File: src/rtl/multi_raz_generator.sv
// Multi-channel RAZ pulse generator.
// Each channel synchronises its trigger and detects rising edges. An accepted
// edge starts a programmable delay, then a RAZ pulse, then a holdoff. ForceRaz
// overrides every channel. A shared saturating counter records RAZ events.
module multi_raz_generator #(
  parameter int N_CHN   = 4,
  parameter int DELAY_W = 6,
  parameter int WIDTH_W = 8,
  parameter int CNT_W   = 16
) (
  input  logic               Clk,
  input  logic               reset_n,
  input  logic [N_CHN-1:0]   TriggerIn,
  input  logic               ExternalRaz_en,
  input  logic [N_CHN-1:0]   ChannelMask,
  input  logic [DELAY_W-1:0] DelayTime,
  input  logic [WIDTH_W-1:0] RazWidth,
  input  logic [WIDTH_W-1:0] HoldoffTime,
  input  logic               ForceRaz,
  input  logic               CountClear,
  output logic [N_CHN-1:0]   RAZ_CHN,
  output logic [N_CHN-1:0]   Busy,
  output logic [CNT_W-1:0]   RazCount
);

  // One timer serves the delay, pulse and holdoff phases, so it must hold the wider field.
  localparam int CW = (DELAY_W > WIDTH_W) ? DELAY_W : WIDTH_W;
  localparam logic [CW-1:0]      TIMER_ONE = {{(CW-1){1'b0}}, 1'b1};
  localparam logic [CNT_W-1:0]   CNT_ONE   = {{(CNT_W-1){1'b0}}, 1'b1};
  localparam logic [WIDTH_W-1:0] WIDTH_ONE = {{(WIDTH_W-1){1'b0}}, 1'b1};

  typedef enum logic [1:0] {
    IDLE    = 2'd0,
    DELAY   = 2'd1,
    PULSE   = 2'd2,
    HOLDOFF = 2'd3
  } razStateT;

  // A zero pulse width still produces a one-cycle pulse.
  function automatic logic [WIDTH_W-1:0] minOneWidth(input logic [WIDTH_W-1:0] w);
    return (w == '0) ? WIDTH_ONE : w;
  endfunction

  logic [N_CHN-1:0]   syncMeta;
  logic [N_CHN-1:0]   syncLevel;
  logic [N_CHN-1:0]   prevLevel;
  logic [N_CHN-1:0]   trigEdge;
  razStateT           stateReg  [N_CHN];
  razStateT           stateNext [N_CHN];
  logic [CW-1:0]      timerReg  [N_CHN];
  logic [CW-1:0]      timerNext [N_CHN];
  logic [WIDTH_W-1:0] widthReg  [N_CHN];
  logic [WIDTH_W-1:0] widthNext [N_CHN];
  logic [WIDTH_W-1:0] holdReg   [N_CHN];
  logic [WIDTH_W-1:0] holdNext  [N_CHN];
  logic [N_CHN-1:0]   razNext;
  logic [N_CHN-1:0]   busyNext;
  logic [N_CHN-1:0]   pulseEnter;
  logic [CNT_W-1:0]   countNext;

  assign trigEdge = syncLevel & ~prevLevel;

  // Two-flop synchroniser plus edge-detect history; resets high so a held trigger gives no edge.
  always_ff @(posedge Clk or negedge reset_n) begin
    if (!reset_n) begin
      syncMeta  <= '1;
      syncLevel <= '1;
      prevLevel <= '1;
    end else begin
      syncMeta  <= TriggerIn;
      syncLevel <= syncMeta;
      prevLevel <= syncLevel;
    end
  end

  // Per-channel sequencing: accept edge, count delay, pulse, holdoff; ForceRaz aborts all.
  always_comb begin
    stateNext  = stateReg;
    timerNext  = timerReg;
    widthNext  = widthReg;
    holdNext   = holdReg;
    razNext    = '0;
    busyNext   = '0;
    pulseEnter = '0;
    for (int i = 0; i < N_CHN; i++) begin
      if (ForceRaz) begin
        stateNext[i] = IDLE;
        timerNext[i] = '0;
      end else begin
        case (stateReg[i])
          IDLE: begin
            if (trigEdge[i] && ExternalRaz_en && ChannelMask[i]) begin
              widthNext[i] = minOneWidth(RazWidth);
              holdNext[i]  = HoldoffTime;
              if (DelayTime == '0) begin
                stateNext[i] = PULSE;
                timerNext[i] = CW'(minOneWidth(RazWidth)) - TIMER_ONE;
              end else begin
                stateNext[i] = DELAY;
                timerNext[i] = CW'(DelayTime) - TIMER_ONE;
              end
            end else begin
              stateNext[i] = IDLE;
            end
          end
          DELAY: begin
            if (timerReg[i] == '0) begin
              stateNext[i] = PULSE;
              timerNext[i] = CW'(widthReg[i]) - TIMER_ONE;
            end else begin
              timerNext[i] = timerReg[i] - TIMER_ONE;
            end
          end
          PULSE: begin
            if (timerReg[i] == '0) begin
              if (holdReg[i] == '0) begin
                stateNext[i] = IDLE;
              end else begin
                stateNext[i] = HOLDOFF;
                timerNext[i] = CW'(holdReg[i]) - TIMER_ONE;
              end
            end else begin
              timerNext[i] = timerReg[i] - TIMER_ONE;
            end
          end
          HOLDOFF: begin
            if (timerReg[i] == '0) begin
              stateNext[i] = IDLE;
            end else begin
              timerNext[i] = timerReg[i] - TIMER_ONE;
            end
          end
          default: begin
            stateNext[i] = IDLE;
            timerNext[i] = '0;
          end
        endcase
      end
      razNext[i]    = (stateNext[i] == PULSE);
      busyNext[i]   = (stateNext[i] != IDLE);
      pulseEnter[i] = (stateNext[i] == PULSE) && (stateReg[i] != PULSE);
    end
  end

  // Shared event counter: clear wins, simultaneous entries count once, saturates at all ones.
  always_comb begin
    countNext = RazCount;
    if (CountClear) begin
      countNext = '0;
    end else if ((|pulseEnter) && (RazCount != '1)) begin
      countNext = RazCount + CNT_ONE;
    end else begin
      countNext = RazCount;
    end
  end

  // Channel state registers.
  always_ff @(posedge Clk or negedge reset_n) begin
    if (!reset_n) begin
      for (int i = 0; i < N_CHN; i++) begin
        stateReg[i] <= IDLE;
        timerReg[i] <= '0;
        widthReg[i] <= '0;
        holdReg[i]  <= '0;
      end
    end else begin
      for (int i = 0; i < N_CHN; i++) begin
        stateReg[i] <= stateNext[i];
        timerReg[i] <= timerNext[i];
        widthReg[i] <= widthNext[i];
        holdReg[i]  <= holdNext[i];
      end
    end
  end

  // Registered outputs, decoded from the next state so they line up with the state registers.
  always_ff @(posedge Clk or negedge reset_n) begin
    if (!reset_n) begin
      RAZ_CHN  <= '0;
      Busy     <= '0;
      RazCount <= '0;
    end else begin
      RAZ_CHN  <= ForceRaz ? '1 : razNext;
      Busy     <= busyNext;
      RazCount <= countNext;
    end
  end

endmodule

File: config.mk
export PLATFORM = sky130hd
export DESIGN_NAME = multi_raz_generator
export DESIGN_NICKNAME = d
export VERILOG_FILES = /design/src/rtl/multi_raz_generator.sv
export SDC_FILE = /design/constraint.sdc
export NUM_CORES = 1
export LEC_CHECK = 0
export ABC_AREA = 1
export CAP_MARGIN = 20
export CORE_MARGIN = 2
export CORE_UTILIZATION = 50
export DETAILED_ROUTE_END_ITERATION = 8
export HOLD_SLACK_MARGIN = 0.02
export PLACE_DENSITY = 0.67
export SLEW_MARGIN = 20
export SYNTH_ARGS = -nofsm -noshare
export SYNTH_HDL_FRONTEND = slang
export SYNTH_SLANG_ARGS = --single-unit
File: constraint.sdc
create_clock -name Clk -period 4.4 [get_ports Clk]
set_clock_uncertainty 0.05 [all_clocks]
set_input_delay 1.1 -clock Clk [delete_from_list [all_inputs] [get_ports Clk]]
set_output_delay 1.1 -clock Clk [all_outputs]
set_load 0.02 [all_outputs]
Word level (Yosys, flattened, before mapping)

Index checks and enable logic that the tools add are counted.
Widths: inputs -> output; s select.

Flip-flop bits (word level): 140
Input bits: 35

Muxes and demuxes: 62
Reduce and logical (&&, ||, !) cells: 41
Bitwise gates (word level): 3
$add $sub $neg: 15
Equality and inequality tests: 33

Operator list:

| kind                  | number |
|---|---|
| $mux 8                | 26 |
| $pmux 8 s4            | 4 |
| $sub 8x1->8 const B   | 13 |
| $logic_not 8->1       | 9 |
| $mux 2                | 25 |
| $mux 16               | 2 |
| $pmux 2 s4            | 4 |
| $eq 2x2->1 const B    | 12 |
| $ne 3x3->1 const B    | 8 |
| $reduce_and 3->1      | 8 |
| $add 16x1->16 const B | 1 |
| $ne 16x16->1 const B  | 1 |
| $ne 4x4->1 const B    | 4 |
| $logic_and 1x1->1     | 13 |
| $reduce_bool 2->1     | 5 |
| $eq 2x1->1 const B    | 4 |
| $logic_not 2->1       | 4 |
| $ne 2x2->1 const B    | 4 |
| $sub 6x1->7 const B   | 1 |
| $logic_not 6->1       | 1 |
| $and 4x4->4           | 1 |
| $mux 4                | 1 |
| $not 4->4             | 1 |
| $reduce_or 4->1       | 1 |
| $not 1->1             | 1 |

Logic depth before layout (Yosys ltp)

Gate-level depths: netlist of run 1.

Depth after elaboration: 13
Mapped depth: 15

Worst setup path before layout of run 1

Ideal clock, no wire load.

Path type: input port to flip-flop
From: in RazWidth[2]
To: reg timerReg[28] (netlist bit)
Library setup time: 0.131 ns
Cell stages on the path: 12
Data arrival time: 2.800 ns
Setup slack: 1.419 ns
Data required time: 4.219 ns
Path through: clkbuf_1 > nor2_1 > nand2_1 > o21bai_1 > inv_1 > ha_1 > nand2_1 > nor3_1 > o31ai_1 > nand2_1 > o2111ai_1 > o21ai_0

Word-level cells in the longest chain between the ends: 7

Ends and longest elaborated chain:

| element                       | RTL line | RTL |
|---|---|---|
| start, declared               | 17       | `input logic [WIDTH_W-1:0] RazWidth,` |
| $logic_not 8->1               | 41       | `return (w == '0) ? WIDTH_ONE : w;` |
| $mux 8 (*)                    | 41       |  |
| $sub 8x1->8 (*)               | 97       | `timerNext[i] = CW'(minOneWidth(RazWidth)) - TIMER_ONE;` |
| $mux 8 (*)                    | 95       | `if (DelayTime == '0) begin` |
| $mux 8 (*)                    | 92       | `if (trigEdge[i] && ExternalRaz_en && ChannelMask[i]) begin` |
| $pmux 8 s4 (*)                | 90       | `case (stateReg[i])` |
| $mux 8 (*)                    | 86       | `if (ForceRaz) begin` |
| end signal, assigned by index | 169      | `timerReg[i] <= timerNext[i];` |
| end, declared                 | 50       | `logic [CW-1:0] timerReg [N_CHN];` |

Mark *: on every way between the ends. The rest lies on a longest branch, timed or not. The select of a mux whose other input is x is not followed.
A chain may end at the register's enable or synchronous reset.

Final worst setup path of run 1

From: in RazWidth[2]
To: reg timerReg[22] (netlist bit)

The elaborated chain is that of the path after synthesis.

==> metrics.txt, run 1 <==
top cell type's share of synthesized area 36.2%; fin crit share 76.0%; sequential share of the synthesized area 39.7%; Critical Path RT 4.69 ns; largest stage delay on the critical path 0.42 ns; Worst-path clk slew 0.06 ns; R2R setup slack 1.50 ns; final antenna-violating net count 0; Diodes inserted 0; post-synthesis adder-cell area fraction 2.82%; DR pass1 iterations 5; Primary FF master, synth dfrtp_1; Max Cap Violations 0; Register-to-Register Path Depth 12; YS warnings 0; Starting Density 51.2%; Routed WL 24,800 um; clock buffer count from CTS 17; Post-synth top cells nand2_1 (285), inv_1 (146), dfrtp_1 (128); hpwl dp 17,900 um; kind of start point of the critical path primary input; final net count 1,298; Netlist cell types 48; Rows 48; R2R Path Start timerReg[0]; hold-fix buffers at CTS 0; share of layout cells above drive strength 1 9.88%; antenna violations before repair 0; async set-reset flop share out of synthesis 100%; main area contributors after synthesis dfrtp_1 (36%), nand2_1 (12%), o21ai_0 (6.9%), inv_1 (6.2%), xor2_1 (4.6%); Die ar. 18,800 sq um; Final setup viols 0; Synthesized Nets 1,232; Max Buffers Root-to-Sink 2; # IOs 59; clock root cell clkbuf_16; Seq cells post-synth 140; first-pass GRT wire length 40,200 um; Mapped Area 8860 sq um; mux contribution to synthesized area 0%; outcome finished clean; CTS H-tree depth 4; Hold Path Depth 0; Initial DRC Count 573; vias in the first global route 7,787; largest net degree at the start of global routing 94; Clock Latency Late Sink 0.43 ns; Area growth syn-to-layout 16.5%; RSZ-0062 raised after global routing false; worst hold path class register to register; CP cell instances clkdlybuf4s50_1 > buf_4 > nor2_1 > nand2_1 > o21bai_1 > inv_1 > ha_1 > nand2_1 > nor3_1 > nand3_1 > nand3_1 > a211oi_1 > o21ai_0 > o21ai_0; relative slew slack 41.7%; via/cell ratio 5.47; WP buf/inv 3; routed length per placed instance 16.8 um; crit path kind primary input to register; slowest cell on the critical path o21bai_1; Post-synth EDFFs 0; cells after synthesis 1,177; Synth Area in Simple Gates 28.0%; IO buf count 58; XOR/XNOR Fraction of Synth Area 6.52%; clk sink count 140; post-synthesis compound-gate area fraction 14.3%; core area 17,300 sq um; endpoints failing hold 0; Power Density 474 nW/um^2; FF-to-FF End RazCount[5]; gr ovfl total 0; Avg Cell Area, Syn 7.53 sq um; most frequent cell after synthesis nand2_1; crit path launch RazWidth[2]; die width 137 um; die height 137 um; element type at the critical path end register; DRC viols 0; GRT Util Overall 28.0%; Post-CTS Setup Repair Bufs 0; Data arrival, critical path 3.64 ns; GP Congestion 0.919; largest family of logic cells by synthesized area simple AND/OR/NAND/NOR gates; Resize count post-CTS 0; CP delay by family, top compound AO/OA/AOI/OAI gates; CTS tree yes; post-route setup TNS 0 ns; via count 8,096; peak supply drop 0.343 mV; Crit Path Max Fanout 8; area leader, netlist dfrtp_1; crit path time final 3.34 ns; LEAKAGE 5.00 nW; fin. max-slew vios 0; CP Capture Point timerReg[22]; Final Power 4.89 mW; Tightest Pin Transition 0.874 ns; f_max 299 MHz; Crit path depth 14; fillers 1,572
## power by group
part / internal, mW / switching [mW]
clock: 0.960 / 0.576
combinational: 0.565 / 1.06
sequential: 1.53 / 0.204
total: 3.05 / 1.84
## placed cells by master, fill, tap and decap left out, types with 29 or more instances in the layout
cell	n
a21oi_1	48
clkdlybuf4s50_1	57
dfrtp_1	128
inv_1	145
nand2_1	285
nand3_1	79
nand4_1	29
nor2_1	80
o21ai_0	123
xor2_1	47
## metal layers
| layer | track usage [%] | wire (um) |
|---|---|---|
| met1 | 38.1 | 11400 |
| met2 | 43.3 | 11200 |
| met3 | 6.59 | 1400 |
| met4 | 10.8 | 843 |
| met5 | 0 | 0 |
## how the worst min path moves through the flow
stage | end | start
6_report | syncLevel[2] | syncMeta[2]
5_1_grt | syncLevel[0] | syncMeta[0]
4_1_cts | syncLevel[2] | syncMeta[2]
3_5_place_dp | syncLevel[2] | syncMeta[2]
3_3_place_gp | syncLevel[1] | syncMeta[1]
2_1_floorplan | syncLevel[0] | syncMeta[0]
## kinds of logic (layout without fill, tap and decap cells)
kind of cell,count (synthesis),in the layout
xor gates and xnor gates,66,66
DFF,140,140
buffers and inverters,185,263
and+or+nand+nor,536,536
adders and majority gates,20,20
AOI/OAI and AO/OA,230,230
## registers in the layout, indices dropped and copies added (netlist names), 8 cells and up
signal,count
RazCount,16
holdReg,32
stateReg,8
timerReg,32
widthReg,32
## metrics by stage
| stage | std cells | hold WS, ns | util [%] | setup WS, ns | cell area, sq um |
|---|---|---|---|---|---|
| 3_3_place_gp | 1448 | 0.297 | 56.0 | 0.780 | 9680 |
| 3_5_place_dp | 1448 | 0.299 | 56.0 | 0.633 | 9680 |
| 5_1_grt | 1480 | 0.315 | 59.7 | 0.835 | 10300 |
| 4_1_cts | 1479 | 0.309 | 59.5 | 1.07 | 10300 |
| 2_1_floorplan | 1177 | 0.295 | - | 1.42 | 8860 |
| 6_report | 1480 | 0.308 | 59.7 | 1.06 | 10300 |
## cell type report
cell class	count	area, sq um	area share, %
clock buffers	20	447	4.33
clock inverters	11	168	1.62
inverters	158	593	5.74
multi-input cells	852	4580	44.4
flip-flops and latches	140	3520	34.1
well taps	225	282	2.73
repair buffers	74	734	7.11
Power figures use the tool's default switching activity.
==> run 2: changes to the inputs <==
- PLACE_DENSITY: 0.67 -> 0.7
- clock period: 4.4 -> 3.06 ns (I/O delays scaled with it)
==> metrics.txt, run 2 (synthesis results as in run 1) <==
outcome finished clean; Area growth syn-to-layout 18.0%; Starting Density 51.2%; Crit Path Max Fanout 4; Tightest Pin Transition 0.499 ns; Max Cap Violations 0; Power Density 662 nW/um^2; DRC viols 0; most frequent CP cell nand3_1; Sw Ratio 37.8%; slowest cell on the critical path clkdlybuf4s50_1; DR pass1 iterations 5; RSZ-0062 raised after global routing false; gr ovfl total 0; GP Congestion 0.917; core area 17,300 sq um; post-route setup TNS 0 ns; clk sink count 140; Data arrival, critical path 2.98 ns; die height 137 um; R2R Path Start timerReg[8]; Rows 48; element type at the critical path end register; WHS 0.194 ns; relative slew slack 66.7%; clock buffer count from CTS 17; Util after Layout 60.4%; Clock Latency Late Sink 0.44 ns; CP cell instances clkdlybuf4s50_1 > nor2_1 > nand3_1 > o21bai_1 > inv_1 > ha_1 > nand2_1 > nor3_1 > nand3_1 > nand3_1 > a211oi_1 > o21ai_0 > o21ai_0; kind of start point of the critical path primary input; CTS H-tree depth 4; CTS tree yes; hold-fix buffers at CTS 0; clock share of power 29.4%; WP buf/inv 2; fin crit share 87.6%; routed length per placed instance 16.2 um; via/cell ratio 5.43; first-pass GRT wire length 39,500 um; Post-CTS Setup Repair Bufs 0; via count 8,174; combinational share of power 34.7%; crit path time final 2.68 ns; crit path launch RazWidth[0]; die width 137 um; fin. max-slew vios 0; Final setup viols 0; sw power 2.62 mW; CP delay by family, top simple AND/OR/NAND/NOR gates; largest stage delay on the critical path 0.44 ns; worst hold path class primary input to async pin; endpoints failing hold 0; LEAKAGE 5.09 nW; Pint 4.31 mW; f_max 373 MHz; GRT Util Overall 27.7%; Final Power 6.92 mW; IO buf count 58; largest net degree at the start of global routing 50; hpwl dp 17,800 um; most frequent cells in the layout nand2_1 (285), inv_1 (146), dfrtp_1 (128); Die ar. 18,800 sq um; Worst-path clk slew 0.06 ns; clock root cell clkbuf_16; crit path kind primary input to register; vias in the first global route 7,816; # IOs 59; final net count 1,321; antenna violations before repair 0; Top Registers holdReg: 32 flops, timerReg: 32 flops, widthReg: 32 flops; Diodes inserted 0; Max Buffers Root-to-Sink 2; share of layout cells above drive strength 1 11.6%; Initial DRC Count 625; peak supply drop 0.486 mV; Resize count post-CTS 0; Routed WL 24,400 um; final antenna-violating net count 0; most common cell after layout, fill and taps aside nand2_1; Critical Path RT 3.36 ns; sequential share of power 35.9%
## run 2: final cells by class
class	count	area [sq um]
inverter	158	593
timing repair buffer	97	900
clock buffer	21	460
tap	225	282
fill	1589	6840
multi-input combinational	852	4580
sequential	140	3520
clock inverter	11	120
## run 2: worst paths after layout
check / to / slack (ns) / cells past startpoint
max: timerReg[22] / 0.38 / 13
min: widthReg[4] / 0.19 / 1
max reg2reg: RazCount[5] / 0.63 / 13
min reg2reg: syncLevel[0] / 0.31 / 0
max in group asynchronous: syncLevel[2] / 2.05 / 2
min in group Clk: syncLevel[0] / 0.31 / 0
## run 2: through the flow
stage          cells  setup slack [ns]  instance area [sq um]
2_1_floorplan   1177             0.414                   8860
5_1_grt         1504             0.257                  10500
6_report        1504             0.379                  10500
3_5_place_dp    1472           -0.0248                   9870
4_1_cts         1504             0.432                  10500
3_3_place_gp    1472            0.0491                   9870
## run 2: power groups by stage
stage / Clock, mW / Sequential, mW / Combinational [mW]
floorplan: 0 / 2.46 / 1.74
global placement: 0 / 2.50 / 2.32
detailed placement: 0 / 2.51 / 2.35
CTS: 2.06 / 2.48 / 2.38
global route: 2.15 / 2.53 / 2.72
finish: 2.03 / 2.49 / 2.40
## run 2: worst reg2reg max path: stages, from the launching register on
cell and delay [ns]:
dfrtp_1 0.39, inv_1 0.08, ha_1 0.22, nand3_1 0.13, nor2_2 0.43, nand2_1 0.10
nand2_1 0.11, nand3_1 0.12, nand4_1 0.14, nand2_2 0.12, o21ai_4 0.16, buf_12 0.17
nand3_1 0.08, nand2_1 0.08
## run 2: metal layers
metal | global-route usage (%) | wire length [um] | up-vias | part of all wire [%]
met5 | 0 | 0 | - | 0
met4 | 11.7 | 973 | 0 | 4.0
met3 | 5.96 | 1660 | 64 | 6.8
met2 | 43.5 | 11200 | 255 | 46
met1 | 36.9 | 10600 | 3814 | 44
li1 | - | - | 4041 | -
==> run 3: changes to the inputs <==
- SKIP_LAST_GASP: unset -> 1
==> results of run 3 <==
Same layout as run 2: the final DEF is identical, and so are final timing and power.
